[src/rtl/csa_pkg.sv]
// ============================================================================
// Module   : csa_pkg
// Brief    : Shared types and sizing helpers for the byte-serial carry-skip
//            adder front end.
// Revision : 1.0
// ============================================================================
`default_nettype none

package csa_pkg;

    typedef enum logic [1:0] {
        LOAD_A  = 2'd0,
        LOAD_B  = 2'd1,
        COMPUTE = 2'd2,
        DRAIN   = 2'd3
    } csa_state_e;

    // Bit positions inside the optional trailing status byte
    localparam int STATUS_CARRY_BIT = 0;
    localparam int STATUS_OVF_BIT   = 1;

    function automatic int bytes_of(input int width);
        return width / 8;
    endfunction

    function automatic int slices_of(input int width, input int block);
        return width / block;
    endfunction

    function automatic int cnt_w(input int n);
        return (n < 1) ? 1 : $clog2(n + 1);
    endfunction

endpackage

`default_nettype wire

[src/rtl/csa_skip_block.sv]
// ============================================================================
// Module   : csa_skip_block
// Brief    : Combinational BLOCK-bit ripple adder slice with carry-skip mux.
// Revision : 1.0
// ============================================================================
`default_nettype none

module csa_skip_block #(
    parameter int BLOCK = 4
) (
    input  logic [BLOCK-1:0] a,
    input  logic [BLOCK-1:0] b,
    input  logic             cin,
    output logic [BLOCK-1:0] sum,
    output logic             cout
);

    logic w_prop;
    logic w_ripple;

    always_comb begin
        logic v_c;
        v_c = cin;
        sum = '0;
        for (int i = 0; i < BLOCK; i++) begin
            sum[i] = a[i] ^ b[i] ^ v_c;
            v_c    = (a[i] & b[i]) | (v_c & (a[i] ^ b[i]));
        end
        w_ripple = v_c;
    end

    // When every bit propagates the ripple carry equals cin, so the mux is exact
    assign w_prop = &(a ^ b);
    assign cout   = w_prop ? cin : w_ripple;

endmodule

`default_nettype wire

[src/rtl/csa_byte_sequencer.sv]
// ============================================================================
// Module   : csa_byte_sequencer
// Brief    : Byte-serial operand loader, slice-serial carry-skip adder and
//            byte-serial result drain. CSA_STATUS_BYTE_EN appends a status
//            byte {6'b0, overflow, carry_out} after the sum bytes.
// Revision : 1.0
// ============================================================================
`default_nettype none

module csa_byte_sequencer
    import csa_pkg::*;
#(
    parameter int WIDTH = 16,
    parameter int BLOCK = 4
) (
    input  logic       clk,
    input  logic       rst,
    input  logic [7:0] in_data,
    input  logic       in_valid,
    output logic       in_ready,
    output logic [7:0] out_data,
    output logic       out_valid,
    input  logic       out_ready,
    output logic       busy,
    output logic       carry_out,
    output logic       overflow
);

    localparam int BYTES  = bytes_of(WIDTH);
    localparam int SLICES = slices_of(WIDTH, BLOCK);
`ifdef CSA_STATUS_BYTE_EN
    localparam int OUT_BYTES = BYTES + 1;
`else
    localparam int OUT_BYTES = BYTES;
`endif
    localparam int BCW = cnt_w(OUT_BYTES);
    localparam int SCW = cnt_w(SLICES);

    localparam logic [BCW-1:0] LAST_IN    = BCW'(BYTES - 1);
    localparam logic [BCW-1:0] LAST_OUT   = BCW'(OUT_BYTES - 1);
    localparam logic [BCW-1:0] STATUS_IDX = BCW'(BYTES);
    localparam logic [SCW-1:0] LAST_SLICE = SCW'(SLICES - 1);

    csa_state_e       state_q,     state_d;
    logic [BCW-1:0]   byte_cnt_q,  byte_cnt_d;
    logic [SCW-1:0]   slice_cnt_q, slice_cnt_d;
    logic [WIDTH-1:0] a_q,         a_d;
    logic [WIDTH-1:0] b_q,         b_d;
    logic [WIDTH-1:0] s_q,         s_d;
    logic             carry_q,     carry_d;
    logic [7:0]       out_data_q,  out_data_d;
    logic             out_valid_q, out_valid_d;
    logic             carry_out_q, carry_out_d;
    logic             overflow_q,  overflow_d;

    logic [BLOCK-1:0]       w_sum;
    logic                   w_cout;
    logic                   w_in_fire;
    logic                   w_out_fire;
    logic [WIDTH+7:0]       w_a_ld;
    logic [WIDTH+7:0]       w_b_ld;
    logic [WIDTH+BLOCK-1:0] w_s_cat;
    logic [WIDTH-1:0]       w_s_new;
    logic [7:0]             w_status;

    // Operands shift right as slices are consumed, so the active slice is always the low BLOCK bits
    csa_skip_block #(.BLOCK(BLOCK)) u_skip (
        .a    (a_q[BLOCK-1:0]),
        .b    (b_q[BLOCK-1:0]),
        .cin  (carry_q),
        .sum  (w_sum),
        .cout (w_cout)
    );

    assign in_ready   = !rst && ((state_q == LOAD_A) || (state_q == LOAD_B));
    assign w_in_fire  = in_valid && in_ready;
    assign w_out_fire = out_valid_q && out_ready;

    assign w_a_ld  = {in_data, a_q};
    assign w_b_ld  = {in_data, b_q};
    assign w_s_cat = {w_sum, s_q};
    assign w_s_new = w_s_cat[WIDTH+BLOCK-1:BLOCK];

    always_comb begin
        w_status                   = 8'h00;
        w_status[STATUS_CARRY_BIT] = carry_out_q;
        w_status[STATUS_OVF_BIT]   = overflow_q;
    end

    always_comb begin
        state_d     = state_q;
        byte_cnt_d  = byte_cnt_q;
        slice_cnt_d = slice_cnt_q;
        a_d         = a_q;
        b_d         = b_q;
        s_d         = s_q;
        carry_d     = carry_q;
        out_data_d  = out_data_q;
        out_valid_d = out_valid_q;
        carry_out_d = carry_out_q;
        overflow_d  = overflow_q;

        case (state_q)
            LOAD_A: begin
                if (w_in_fire) begin
                    a_d = w_a_ld[WIDTH+7:8];
                    if (byte_cnt_q == LAST_IN) begin
                        byte_cnt_d = '0;
                        state_d    = LOAD_B;
                    end else begin
                        byte_cnt_d = byte_cnt_q + 1'b1;
                    end
                end
            end
            LOAD_B: begin
                if (w_in_fire) begin
                    b_d = w_b_ld[WIDTH+7:8];
                    if (byte_cnt_q == LAST_IN) begin
                        byte_cnt_d  = '0;
                        slice_cnt_d = '0;
                        carry_d     = 1'b0;
                        state_d     = COMPUTE;
                    end else begin
                        byte_cnt_d = byte_cnt_q + 1'b1;
                    end
                end
            end
            COMPUTE: begin
                a_d     = a_q >> BLOCK;
                b_d     = b_q >> BLOCK;
                s_d     = w_s_new;
                carry_d = w_cout;
                if (slice_cnt_q == LAST_SLICE) begin
                    // Last slice holds the operand MSBs; present byte 0 on this same edge
                    carry_out_d = w_cout;
                    overflow_d  = (a_q[BLOCK-1] == b_q[BLOCK-1]) &&
                                  (w_sum[BLOCK-1] != a_q[BLOCK-1]);
                    out_data_d  = w_s_new[7:0];
                    s_d         = w_s_new >> 8;
                    out_valid_d = 1'b1;
                    byte_cnt_d  = '0;
                    slice_cnt_d = '0;
                    state_d     = DRAIN;
                end else begin
                    slice_cnt_d = slice_cnt_q + 1'b1;
                end
            end
            DRAIN: begin
                if (w_out_fire) begin
                    if (byte_cnt_q == LAST_OUT) begin
                        out_valid_d = 1'b0;
                        byte_cnt_d  = '0;
                        state_d     = LOAD_A;
                    end else begin
                        byte_cnt_d = byte_cnt_q + 1'b1;
                        out_data_d = ((byte_cnt_q + 1'b1) == STATUS_IDX) ? w_status : s_q[7:0];
                        s_d        = s_q >> 8;
                    end
                end
            end
            default: begin
                state_d = LOAD_A;
            end
        endcase
    end

    always_ff @(posedge clk) begin
        if (rst) begin
            state_q     <= LOAD_A;
            byte_cnt_q  <= '0;
            slice_cnt_q <= '0;
            a_q         <= '0;
            b_q         <= '0;
            s_q         <= '0;
            carry_q     <= 1'b0;
            out_data_q  <= 8'h00;
            out_valid_q <= 1'b0;
            carry_out_q <= 1'b0;
            overflow_q  <= 1'b0;
        end else begin
            state_q     <= state_d;
            byte_cnt_q  <= byte_cnt_d;
            slice_cnt_q <= slice_cnt_d;
            a_q         <= a_d;
            b_q         <= b_d;
            s_q         <= s_d;
            carry_q     <= carry_d;
            out_data_q  <= out_data_d;
            out_valid_q <= out_valid_d;
            carry_out_q <= carry_out_d;
            overflow_q  <= overflow_d;
        end
    end

    assign out_data  = out_data_q;
    assign out_valid = out_valid_q;
    assign busy      = (state_q == COMPUTE) || (state_q == DRAIN);
    assign carry_out = carry_out_q;
    assign overflow  = overflow_q;

endmodule

`default_nettype wire

[config.mk]
export PLATFORM = sky130hd
export DESIGN_NAME = csa_byte_sequencer
export DESIGN_NICKNAME = d
export VERILOG_FILES = /design/src/rtl/csa_pkg.sv /design/src/rtl/csa_skip_block.sv /design/src/rtl/csa_byte_sequencer.sv
export SDC_FILE = /design/constraint.sdc
export NUM_CORES = 1
export LEC_CHECK = 0
export ABC_AREA = 0
export CAP_MARGIN = 20
export CORE_MARGIN = 2
export CORE_UTILIZATION = 43
export DETAILED_ROUTE_END_ITERATION = 16
export PLACE_DENSITY = 0.69
export SETUP_SLACK_MARGIN = 0.2
export SYNTH_ARGS = -nofsm -noshare
export SYNTH_HDL_FRONTEND = slang
export SYNTH_HIERARCHICAL = 1
export SYNTH_SLANG_ARGS = --single-unit
[constraint.sdc]
create_clock -name clk -period 2.4 [get_ports clk]
set_input_delay 0.24 -clock clk [delete_from_list [all_inputs] [get_ports clk]]
set_output_delay 0.24 -clock clk [all_outputs]
set_load 0.02 [all_outputs]
==> key figures, run 1 <==
Synth
  – Register bit total from synthesis: 67
  – Synthesis warning total: 6
  – Top FF cell, synth: dfxtp_1
  – Cell count after synthesis: 369
  – Avg Inst Size Synth: 9.16 um2
  – Register area share after synthesis: 39.7%
  – Syn Nets: 395
  – Count leader, synth: dfxtp_1
  – Mapped Area: 3380 um2
  – Synth cell types: 45
  – Post-synth top area cell: dfxtp_1
  – EDFF count, synth: 0
  – Async S/R FF share, synth: 0%
  – Synth top cells by count: dfxtp_1 (67), nor2_1 (55), mux2i_1 (35)
  – Synth area leaders: dfxtp_1 (40%), mux2i_1 (10%), a211oi_1 (7.1%), nor2_1 (6.1%), ha_1 (3.7%)
  – Area share of the leading cell type in the synthesized netlist: 39.7%

Global route
  – Vias in the first global route: approximately 2,400
  – Total track usage: around 17%
  – Initial antenna violation count: 0
  – First-pass GRT wire length: 11,600 um
  – Global route overflow: 0
  – Largest net degree at the start of global routing: 33

Timing
  – Final Max Slew Viols: 0
  – Fmax: slightly above 0.4 GHz
  – Final worst setup slack: -20.0 ps
  – Setup TNS: -30.9 ps
  – # setup viols final: 2
  – Slew margin rel.: 59.4%
  – RSZ-0062 raised after global routing: true
  – Period utilization: 101%
  – Hold slack: 194 ps
  – Final hold violation count: 0
  – Setup Skew: about 11 ps
  – Tmin final: 2420 ps
  – Slew @ Worst Pin: approximately 610 ps

Die
  – Cell row count: 32
  – Ports: 25
  – Die area: about 8600 um2
  – Die Y-Extent: 92.6 um
  – Die Width: 92.6 um
  – Core Area: 7690 um2
  – Initial core utilization: 43.9%

Pwr
  – Sw Ratio: 26.0%
  – Pwr/cell area: 642 nW/um2
  – Clk pwr share: 41.1%
  – Comb power frac: 11.4%
  – Psw: 653 uW
  – Maximum vdd drop: 0.000312 V
  – Internal power: 1860 uW
  – Seq pwr share: 47.5%
  – Leak: 0.00138 uW

Worst hold path
  – Worst Hold End: out_valid$_SDFFE_PP0P_
  – Worst hold path class: input pin to flip-flop
  – Hold path cells: 2
  – Hold wc startpoint: rst

Cells and area
  – Non-Filler Instances: 498
  – Fin nets: 417
  – Diodes inserted: 0
  – Util after Layout: 51.0%
  – Area Growth Syn to Fin: 16.1%
  – Share of cells above drive strength 1: roughly 16%

Clocking
  – CTS tree: done
  – Cts hold-fix bufs: 0
  – CTS Buffer Depth: 2
  – Root Buffer: clkbuf_8
  – CTS Buf Count: 9
  – CTS Sinks: 67
  – Reg clk slew, reported paths: 70 ps
  – H-tree depth: 3
  – Clock Latency Late Sink: 350 ps

Place
  – Cell Count Post-Placement: 481
  – Dpl ws: -3.49 ps
  – Final Wtd Congestion: about 0.81
  – I/O Buffers: 24
  – Hpwl dp: between 4000 and 5000 um

Critical path
  – Critical path class: flip-flop to flip-flop
  – Reg-to-Reg End: overflow$_SDFFE_PP0P_
  – CP Launch Type: flip-flop
  – Worst R2R Path Depth: 12
  – CP Data Arrival Time: 2640 ps
  – Worst Path Max Fanout: 3
  – RR Startpoint: carry_q$_SDFFE_PP0P_
  – Critical Path End Type: flip-flop
  – Required time worst endpoint: 2620 ps
  – R2R setup slack: -20 ps

Drt
  – Via Count: 2,672
  – DRC viols: 0
  – Detail Route Antenna Nets: 0
  – TritonRoute pass-1 iters: 4
  – Average wire per standard cell: 13.9 um
  – Via density per instance: 5.37
  – Drt total wl: around 7000 um
  – First DRT Iteration DRCs: 140

Status
  – Status: finished, violations left
  – Failing checks: setup timing

Flow run
  – Max-Cap Viols: 0
[kinds of logic (layout without fill, tap and decap cells)]
group                    after synthesis  in the layout  synth area share [%]
AO/OA/AOI/OAI                         95             95                  21.3
adder cells (fa/ha/maj)               14             14                  6.07
buffers and inverters                 40             67                  6.63
flip-flops                            67             67                  39.7
multiplexers                          35             35                  10.4
AND/OR/NAND/NOR                      118            118                  15.9
[worst max-delay path, stage by stage, from the launching register on]
cell and delay [ps]:
dfxtp_2 330, fa_2 390, inv_2 60, fa_2 180, inv_2 40, fa_2 320
inv_2 60, fa_1 420, inv_2 70, buf_4 120, nor2_1 50, a211oi_2 200
nor3_1 60
[cell usage in the layout (no fill, tap or decap), types with 2 or more instances in the layout]
| cell type | instances |
|---|---|
| a31o_1 | 3 |
| a21o_1 | 2 |
| a41o_1 | 2 |
| o32ai_1 | 2 |
| a21oi_1 | 23 |
| nor3_1 | 2 |
| inv_2 | 6 |
| a31o_2 | 5 |
| mux2i_1 | 34 |
| nand2_1 | 23 |
| nand4_1 | 3 |
| nor2b_1 | 4 |
| dfxtp_2 | 2 |
| bufinv_16 | 2 |
| ha_1 | 6 |
| clkinv_4 | 2 |
| a2111oi_2 | 4 |
| ha_2 | 4 |
| nand2b_1 | 2 |
| nor2_1 | 54 |
| dfxtp_1 | 65 |
| and3_1 | 12 |
| buf_4 | 12 |
| nand3b_1 | 2 |
| nand3_1 | 11 |
| a2111oi_0 | 4 |
| clkbuf_8 | 9 |
| fa_2 | 3 |
| a211oi_1 | 31 |
| a22oi_1 | 6 |
| o21ai_0 | 4 |
| inv_1 | 9 |
| clkdlybuf4s50_1 | 21 |
[registers in the layout (all words and copies together) (netlist names)]
signal and cells:
a_q 16, b_q 16, s_q 16, out_data 8, slice_cnt_q 3, byte_cnt_q 2
state_q 2, carry_out 1, carry_q 1, out_valid 1, overflow 1
[worst max-delay path by stage]
stage / slack [ps] / endpoint / start
floorplan: 40 / s_q[7]$_SDFFE_PP0P_ / carry_q$_SDFFE_PP0P_
global placement: 8 / s_q[7]$_SDFFE_PP0P_ / carry_q$_SDFFE_PP0P_
detailed placement: -3 / s_q[7]$_SDFFE_PP0P_ / carry_q$_SDFFE_PP0P_
CTS: -20 / s_q[7]$_SDFFE_PP0P_ / carry_q$_SDFFE_PP0P_
global route: -120 / s_q[7]$_SDFFE_PP0P_ / carry_q$_SDFFE_PP0P_
finish: -20 / overflow$_SDFFE_PP0P_ / carry_q$_SDFFE_PP0P_
[power groups by stage]
stage                     Combinational, uW  Clock, uW  Sequential [uW]
after floorplan                         202          0             1210
after global placement                  278          0             1220
after detailed placement                283          0             1220
after CTS                               285       1050             1200
after global routing                    321       1100             1200
final                                   287       1030             1190
[per-layer routing]
layer	vias up	GRT usage (%)	wire length, um	part of all wire (%)
met3	10	4.80	242	3.5
met1	1238	23.2	3410	49
met2	40	25.7	3150	45
met5	-	0	0	0
li1	1384	-	-	-
met4	0	5.88	138	2.0
[timing repair]
item / in CTS / in global routing
pin swaps: 2 / 0
setup endpoints to repair: 4 / 7
resized for setup: 3 / 8
setup buffers: 1 / 0
[cell type report]
class	count	area [um2]
Inverter	15	56.3
Multi-Input combinational cell	262	1850
Fill cell	718	3760
Timing Repair Buffer	36	327
Clock inverter	6	90.1
Sequential cell	67	1340
Clock buffer	10	128
Tap cell	102	128
[stage by stage]
stage	total power, uW	cell area, um2
6_report	2520	3920
2_1_floorplan	1420	3390
4_1_cts	2530	3900
3_3_place_gp	1500	3670
3_5_place_dp	1500	3670
5_1_grt	2630	3920
Note: power is estimated with default switching activity, not from simulation.
==> run 2: changes to the inputs <==
--- a/config.mk
+++ b/config.mk
@@ -9,7 +9,9 @@
 export CAP_MARGIN = 20
 export CORE_MARGIN = 2
 export CORE_UTILIZATION = 43
+export CTS_CLUSTER_SIZE = 25
 export DETAILED_ROUTE_END_ITERATION = 16
+export GPL_ROUTABILITY_DRIVEN = 1
 export PLACE_DENSITY = 0.69
 export SETUP_SLACK_MARGIN = 0.2
 export SYNTH_ARGS = -nofsm -noshare
==> results of run 2 <==
The final DEF is identical to that of run 1; final timing and power are the same.
